**src/rtl/store_buffer.sv**
```systemverilog
// Store buffer: circular FIFO of core stores draining to data memory, with optional
// store-to-load forwarding built when the STORE_BUFFER_FWD_EN macro is defined.
module store_buffer #(
    parameter int unsigned DEPTH = 4,
    parameter int unsigned AW    = 32,
    parameter int unsigned DW    = 32
) (
    input  logic          clk,
    input  logic          reset,
    input  logic          MemWrite,
    input  logic [AW-1:0] DataAdr,
    input  logic [DW-1:0] WriteData,
    output logic          full,
    output logic          empty,
    output logic          overflow,
    output logic          mem_we,
    output logic [AW-1:0] mem_addr,
    output logic [DW-1:0] mem_wdata,
    input  logic          mem_ready,
    input  logic [AW-1:0] ld_addr,
    output logic          fwd_hit,
    output logic [DW-1:0] fwd_data
);

    localparam int unsigned PW = (DEPTH > 1) ? $clog2(DEPTH) : 1;
    localparam int unsigned CW = PW + 1;

    typedef struct packed {
        logic [AW-1:0] addr;
        logic [DW-1:0] data;
    } entry_t;

    entry_t        mem_q [DEPTH];
    logic [PW-1:0] head_q, head_d;
    logic [PW-1:0] tail_q, tail_d;
    logic [CW-1:0] count_q, count_d;
    logic          ovf_q, ovf_d;
    logic          push, pop;

    // Status flags decode straight from the registered occupancy.
    assign full     = (count_q == CW'(DEPTH));
    assign empty    = (count_q == '0);
    assign mem_we   = ~empty;
    assign overflow = ovf_q;

    // A pop frees a slot in the same cycle, so a full buffer can still accept.
    assign pop  = mem_we & mem_ready;
    assign push = MemWrite & (~full | pop);

    assign mem_addr  = mem_we ? mem_q[head_q].addr : '0;
    assign mem_wdata = mem_we ? mem_q[head_q].data : '0;

    always_comb begin
        head_d  = head_q;
        tail_d  = tail_q;
        count_d = count_q;
        ovf_d   = ovf_q;
        if (pop) begin
            head_d = head_q + PW'(1);
        end
        if (push) begin
            tail_d = tail_q + PW'(1);
        end
        if (push && !pop) begin
            count_d = count_q + CW'(1);
        end else if (pop && !push) begin
            count_d = count_q - CW'(1);
        end
        if (MemWrite && !push) begin
            ovf_d = 1'b1;
        end
    end

    always_ff @(posedge clk or negedge reset) begin
        if (!reset) begin
            head_q  <= '0;
            tail_q  <= '0;
            count_q <= '0;
            ovf_q   <= 1'b0;
        end else begin
            head_q  <= head_d;
            tail_q  <= tail_d;
            count_q <= count_d;
            ovf_q   <= ovf_d;
        end
    end

    // Payload storage needs no reset; outputs are masked while empty.
    always_ff @(posedge clk) begin
        if (push) begin
            mem_q[tail_q] <= '{addr: DataAdr, data: WriteData};
        end
    end

`ifdef STORE_BUFFER_FWD_EN
    // Scan oldest to youngest so the last (youngest) match overrides earlier ones.
    always_comb begin
        logic [PW-1:0] idx;
        fwd_hit  = 1'b0;
        fwd_data = '0;
        idx      = '0;
        for (int unsigned i = 0; i < DEPTH; i++) begin
            idx = head_q + PW'(i);
            if ((CW'(i) < count_q) && (mem_q[idx].addr == ld_addr)) begin
                fwd_hit  = 1'b1;
                fwd_data = mem_q[idx].data;
            end
        end
    end
`else
    logic unused_ld_addr;
    assign unused_ld_addr = ^ld_addr;
    assign fwd_hit        = 1'b0;
    assign fwd_data       = '0;
`endif

endmodule

```
**config.mk**
```make
export PLATFORM = sky130hd
export DESIGN_NAME = store_buffer
export DESIGN_NICKNAME = d
export VERILOG_FILES = /design/src/rtl/store_buffer.sv
export SDC_FILE = /design/constraint.sdc
export NUM_CORES = 1
export LEC_CHECK = 0
export BUFFER_PORTS_ARGS = -buffer_cell sky130_fd_sc_hd__buf_4
export CAP_MARGIN = 20
export CORE_ASPECT_RATIO = 0.5
export CORE_UTILIZATION = 29
export DETAILED_ROUTE_END_ITERATION = 7
export HOLD_SLACK_MARGIN = 0.12
export SETUP_SLACK_MARGIN = 0.5
export SKIP_CTS_REPAIR_TIMING = 1
export SYNTH_ARGS = -nofsm -noshare
export SYNTH_HDL_FRONTEND = slang
export SYNTH_SLANG_ARGS = --single-unit
```
**constraint.sdc**
```tcl
create_clock -name clk -period 5.6 [get_ports clk]
set_clock_uncertainty 0.05 [all_clocks]
set_input_delay 0.56 -clock clk [delete_from_list [all_inputs] [get_ports clk]]
set_output_delay 0.56 -clock clk [all_outputs]
set_load 0.01 [all_outputs]
```
==> summary.md, run 1 <==
| Metric | Value |
|---|---|
| Worst setup path class | reg2out |
| Synth area leaders | edfxtp_1, mux4_2, and2_1 |
| Mapped Area | 0.01036 mm² |
| Share of power burned in combinational logic | 34.1% |
| Worst Setup Start Kind | flip-flop |
| Slew headroom | between 20% and 30% |
| Die Area | 0.03653 mm² |
| Share of cells above drive strength 1 | 38.45% |
| R2R setup slack | 2.93 ns |
| Initial Util | 29.74% |
| Die Y-Extent | about 140 µm |
| Num rows | 48 |
| DRT Pass-1 Iters | 4 |
| Worst R2R Start | count_q[1]$_DFFE_PN0P_ |
| MaxCap Viol Count | 0 |
| GP Congestion | 0.6979 |
| Internal power | roughly 4.7 mW |
| Detailed-route wire length per cell | 17.80 µm |
| TNS Setup | 0 ns |
| TritonCTS clock tree | done |
| Seq/Total Area, Yosys | 76.14% |
| DRT antenna net count | 0 |
| Asr flop ratio synth | 3.030% |
| Arrival @ worst endpoint | 2.81 ns |
| Endpoints failing hold | 0 |
| Vias | 4737 |
| Flop pwr share | 42.2% |
| Commonest non-fill, non-tap cells in the layout | edfxtp_1, buf_4, mux4_2, and2_1, conb_1 |
| Synth Warn # | 0 |
| GRT overflow | 0 |
| Via/cell ratio | between 4 and 5 |
| Clock Latency Late Sink | 0.52 ns |
| WHS | 0.1862 ns |
| Pin count of the biggest net entering global routing | about 70 |
| Detailed Place HPWL | 11.21 mm |
| Placed insts | 1069 |
| Antenna violations before repair | 1 |
| Syn Inst Count | 477 |
| Fin crit period | 3.424 ns |
| Non-filler cells, final | 1121 |
| HP Start | WriteData[29] |
| Sw Pwr | 1.979 mW |
| Tot Pwr | 6.677 mW |
| Global-route wire length before repair | about 30 mm |
| Power share of the clock group | 23.7% |
| Average size of a mapped cell | between 20 and 25 µm² |
| Leak | 4.300 nW |
| IO Count | 201 |
| CP Capture Type | primary output |
| End point of the critical path | mem_wdata[15] |
| Top_reg_cell synth | edfxtp_1 |
| CTS buffer count | 27 |
| Peak VDD IR | 254.7 µV |
| Die X | 269.3 µm |
| Area leader, netlist | edfxtp_1 |
| Final worst path period share | 61.14% |
| Synthesis-stage register bit count | 264 |
| Clock Tree Root | clkbuf_16 |
| Slew Limit Fails | 0 |
| Max clock buf depth | 3 |
| Status | completed |
| Number of flops mapped to enable cells by yosys | 256 |
| RSZ-0062 raised after global routing | false |
| Core Box Area | 0.03483 mm² |
| Worst-path clk slew | 0.06 ns |
| Setup ws final | 2.176 ns |
| HP Class | in2reg |
| Top-area cell type share of the netlist area | 74.20% |
| Actual slew at the worst max-slew pin | 1.066 ns |
| Final wirelength | 19.95 mm |
| Vias in the first global route | 5062 |
| Sink Count | 264 |
| WP data required | between 4 and 5 ns |
| Final nets | 731 |
| Critical path startpoint | head_q[1]$_DFFE_PN0P_ |
| Most common cell after layout, fill and taps aside | edfxtp_1 |
| Synth unique cells | 22 |
| PD cells | 531.4 mW/mm² |
| Fmax | a little under 300 MHz |
| Sw Share | 29.64% |
| Final setup fails | 0 |
| DRT iter0 DRCs | 341 |
| H-tree depth | 1 |
| GRT Total Usage | a little over a tenth |
| CP Max Fanout | 38 |
| Area delta synth->final | 21.29% |
| Reg2reg end | count_q[2]$_DFFE_PN0P_ |
| DRC | 0 |
| # port buffers | 135 |
| Worst Reg2Reg Path Length in Cells | 9 |
| Pre-CTS WS | 2.595 ns |
-- kinds of logic (layout without fill, tap and decap cells) --
| family | count (synthesis) | count (layout) | share of synthesized area [%] |
|---|---|---|---|
| adders and majority gates | 6 | 6 | 0.7971 |
| buffers and inverters | 59 | 195 | 3.841 |
| AOI/OAI and AO/OA | 2 | 2 | 0.1932 |
| other | 1 | 34 | 0.03620 |
| and+or+nand+nor | 73 | 73 | 4.360 |
| muxes | 66 | 66 | 14.13 |
| DFF | 264 | 264 | 76.14 |
| xor gates and xnor gates | 6 | 6 | 0.5072 |
-- worst max-delay path, cell delays in order, from the launching register on --
cell and delay (ns):
dfrtp_2 1.03, buf_4 0.54, mux4_2 0.36, and2_1 0.20, buf_4 0.15
-- power by group through the flow --
| stage | clock (mW) | sequential (mW) | combinational [mW] |
|---|---|---|---|
| after global placement | 0 | 2.86 | 2.33 |
| after floorplan | 0 | 2.73 | 1.49 |
| after CTS | 1.63 | 2.84 | 2.34 |
| after detailed placement | 0 | 2.89 | 2.34 |
| final | 1.58 | 2.82 | 2.27 |
| after global routing | 1.70 | 2.87 | 2.46 |
-- cell type report --
class                   count  area [µm²]
flip-flops and latches    264        7893
clock inverters            16       72.57
clock buffers              33       698.2
well taps                 475       594.3
inverters                   5       18.77
multi-input cells         186        2206
fillers                  3213       22270
diodes                      1       2.502
repair buffers            141        1081
-- cells in the mapped netlist (all sizes together) (2+ instances only) --
cell / number
edfxtp: 256
and2: 68
mux4: 64
buf: 46
clkbuf: 8
dfrtp: 8
ha: 5
inv: 5
xnor2: 4
mux2: 2
xor2: 2
-- state kept, by name, summed over array words and instances, names as in the netlist --
register and flops:
tail_q 2, mem_q 256, count_q 3, head_q 2, overflow 1
-- stage by stage --
step                      cell area, µm²  utilization [%]
final                              12570            36.07
after global routing               12570            36.07
after CTS                          12530            35.96
after floorplan                    10480                -
after global placement             11760            33.75
after detailed placement           11760            33.75
-- per-layer routing --
layer	GRT usage, %	vias to the layer above	routed length [µm]
li1	-	2126	-
met1	12.34	2498	7929
met2	20.39	79	10930
met3	1.949	34	563
met4	3.378	0	529
met5	0	-	0
-- how the worst min path moves through the flow --
stage / slack [ns] / endpoint / cells after the start
finish: 0.19 / mem_q[0][29]$_DFFE_PP_ / 1
global route: 0.16 / mem_q[0][57]$_DFFE_PP_ / 1
CTS: -0.22 / overflow$_DFFE_PN0P_ / 1
detailed placement: 0.34 / overflow$_DFFE_PN0P_ / 1
global placement: 0.34 / overflow$_DFFE_PN0P_ / 1
floorplan: 0.21 / count_q[0]$_DFFE_PN0P_ / 0
Power figures use the tool's default switching activity.
==> inputs of run 2 (changes only) <==
==> constraint.sdc (replaced) <==
create_clock -name clk -period 2.9 [get_ports clk]
set_clock_uncertainty 0.05 [all_clocks]
set_input_delay 0.29 -clock clk [delete_from_list [all_inputs] [get_ports clk]]
set_output_delay 0.29 -clock clk [all_outputs]
set_load 0.01 [all_outputs]
==> run 2 against run 1 <==
Against the previous run:
- sequential share of layout area shrank 6.4 points
- routed wire length increased by 7.2%
- register-to-register slack lost 2.3 ns
- final area grew 11%
- utilization rose by 4.1 points
- via count up 9.6%
- combinational power grew to 2.7 times the previous value
==> summary.md, run 2 (synthesized netlist as in run 1, its figures left out) <==
| Metric | Value |
|---|---|
| Pre-CTS WS | 0.6289 ns (-1.966 ns) |
| DRT iter0 DRCs | 264 (-23%) |
| CP max stage cell | mux4_2 |
| DRT antenna net count | 0 (unchanged) |
| Clock Latency Late Sink | 0.51 ns (about the same) |
| TritonCTS clock tree | done |
| CP Cell Sequence | buf_6 -> clkbuf_16 -> mux4_2 -> and2_4 -> buf_6 |
| Regs by FF count | mem_q: 256 flops, count_q: 3 flops |
| Sw Share | 28.59% (-1.1 points) |
| Flop pwr share | 36.3% (-5.9 points) |
| Commonest non-fill, non-tap cells in the layout | edfxtp_1, buf_4, dlygate4sd3_1, mux4_2 |
| Arrival @ worst endpoint | 2.12 ns (-0.69 ns) |
| CTS buffer count | 27 (unchanged) |
| TNS Setup | 0 ns (unchanged) |
| RSZ-0062 raised after global routing | true |
| Clock Tree Root | clkbuf_16 |
| IO Count | 201 (unchanged) |
| Die Y-Extent | 135.7 µm (unchanged) |
| Status | completed |
| CP dominant cell by count | buf_6 |
| Die Area | 0.03653 mm² (unchanged) |
| Critical path startpoint | head_q[0]$_DFFE_PN0P_ |
| GRT overflow | 0 (unchanged) |
| Endpoints failing hold | 0 (unchanged) |
| End point of the critical path | mem_wdata[1] |
| DRC | 0 (unchanged) |
| Core Box Area | 0.03483 mm² (unchanged) |
| Top reg by flops | mem_q |
| Fin crit period | 2.463 ns |
| Slowest Stage Delay on Critical Path | 0.51 ns (-0.52 ns) |
| GP Congestion | 0.7192 (+3.1%) |
| R2R setup slack | 0.62 ns (-2.31 ns) |
| # diodes | 0 (-1) |
| Setup ws final | 0.4366 ns (-1.740 ns) |
| HP Class | reg2reg |
| Initial Util | 29.74% (unchanged) |
| Vias in the first global route | 4993 (-1.4%) |
| Worst Setup Start Kind | flip-flop |
| Crit path max-delay family | multiplexers |
| PD cells | 1033 mW/mm² (+94%) |
| CP Max Fanout | 8 (-79%) |
| Antenna violations before repair | 0 (-1) |
| Reg2reg end | count_q[1]$_DFFE_PN0P_ |
| Detailed-route wire length per cell | 17.51 µm (-1.6%) |
| Peak VDD IR | 470.3 µV (+85%) |
| Max reg flops | 256 (unchanged) |
| Pin count of the biggest net entering global routing | 68 (-1.4%) |
| H-tree depth | 1 (unchanged) |
| Most common cell after layout, fill and taps aside | edfxtp_1 |
| Final wirelength | 21.40 mm (+7.2%) |
| Vias | 5193 (+9.6%) |
| Die X | 269.3 µm (unchanged) |
| Final setup fails | 0 (unchanged) |
| Number of cells on the critical path | 5 (+1) |
| # port buffers | 135 (unchanged) |
| Worst-path clk slew | 0.06 ns (about the same) |
| Worst setup path class | reg2out |
| Leak | 4.989 nW (+16%) |
| Max clock buf depth | 3 (unchanged) |
| Share of power burned in combinational logic | 42.1% (+8.0 points) |
| MaxCap Viol Count | 0 (unchanged) |
| Detailed Place HPWL | 12.25 mm (+9.3%) |
| Area of the multi-input gates | 0.002302 mm² (+4.4%) |
| Final nets | 833 (+14%) |
| DRT Pass-1 Iters | 4 (unchanged) |
| Via/cell ratio | 4.250 (+0.57%) |
| Fill cells | 3087 (-3.9%) |
| Share of cells above drive strength 1 | 42.70% (+4.3 points) |
| Final worst path period share | between 80% and 90% |
| Power share of the clock group | 21.6% (-2.1 points) |
| Sink Count | 264 (unchanged) |
| Internal power | 10.33 mW (+120%) |
| GRT Total Usage | 10.65% (-0.099 points) |
| Worst R2R Start | count_q[1]$_DFFE_PN0P_ |
| Area delta synth->final | 35.13% |
| Crit path buf inv count | 3 (+1) |
| CP Capture Type | primary output |
| Register area | 0.007895 mm² (about the same) |
| Slew Limit Fails | 0 (unchanged) |
| Global-route wire length before repair | 29.71 mm (-0.35%) |
| Num rows | 48 (unchanged) |
| Worst Reg2Reg Path Length in Cells | 6 (-3) |
| Fmax | roughly 400 MHz |
| WP data required | 2.56 ns (-2.43 ns) |
| Sw Pwr | 4.136 mW (+110%) |
-- run 2: cell types whose count changed in the layout (fill, tap and decap cells not counted), moves of 2 or more --
| cell | before | now |
|---|---|---|
| buf_6 | 0 | 41 |
| buf_8 | 0 | 3 |
| buf_4 | 139 | 115 |
| clkinvlp_4 | 2 | 0 |
| clkbuf_1 | 6 | 11 |
| clkbuf_16 | 27 | 33 |
| dlygate4sd3_1 | 1 | 69 |
| and2_1 | 64 | 27 |
| buf_12 | 0 | 8 |
| clkinv_1 | 10 | 5 |
| and2_4 | 4 | 41 |
-- run 2: per-layer routing --
| metal | wire length, µm | track usage (%) | vias up |
|---|---|---|---|
| met5 | 0 | 0 | - |
| met4 | 420 | 2.809 | 0 |
| met3 | 623 | 1.932 | 33 |
| met2 | 11610 | 20.19 | 99 |
| met1 | 8747 | 12.44 | 2724 |
| li1 | - | - | 2337 |
-- run 2: power groups by stage --
stage	combinational (mW)	clock [mW]	sequential, mW
after CTS	4.86	3.21	5.34
after detailed placement	4.84	0	5.42
after global routing	6.47	3.33	5.31
after global placement	4.82	0	5.37
after floorplan	2.88	0	5.24
final	6.09	3.13	5.25
-- run 2: worst reg2reg max path: cells and delay by family, from the launching register on --
family          cells  cell delay [ns]
compound gates      1             0.21
fa+ha+maj           2             0.67
buf+inv             1             0.08
flops               1             0.42
mux                 1             0.27
simple gates        1             0.46
-- run 2: how the worst min path moves through the flow --
stage / from / end / slack [ns] / depth (start not counted)
2_1_floorplan: reset / count_q[0]$_DFFE_PN0P_ / -0.06 / 0
5_1_grt: WriteData[13] / mem_q[1][13]$_DFFE_PP_ / 0.45 / 2
6_report: count_q[2]$_DFFE_PN0P_ / count_q[2]$_DFFE_PN0P_ / 0.45 / 1
3_3_place_gp: reset / overflow$_DFFE_PN0P_ / 0.07 / 1
4_1_cts: reset / overflow$_DFFE_PN0P_ / -0.48 / 1
3_5_place_dp: reset / overflow$_DFFE_PN0P_ / 0.07 / 1
-- run 2: cell type report --
class | instances | share of cell area [%]
tap | 475 | 4.245
timing repair buffer | 243 | 17.13
multi-input combinational | 186 | 16.44
sequential | 264 | 56.39
clock buffer | 38 | 5.121
clock inverter | 11 | 0.5273
inverter | 5 | 0.1341
-- run 2: through the flow --
stage	utilization [%]	area (µm²)	hold WS [ns]	std cells	power, mW
after detailed placement	34.32	11960	0.07111	1084	10.26
after floorplan	-	10490	-0.05559	509	8.123
after global routing	40.19	14000	0.4545	1222	15.11
final	40.19	14000	0.4496	1222	14.47
after CTS	36.59	12750	-0.4806	1133	13.41
after global placement	34.32	11960	0.06844	1084	10.19
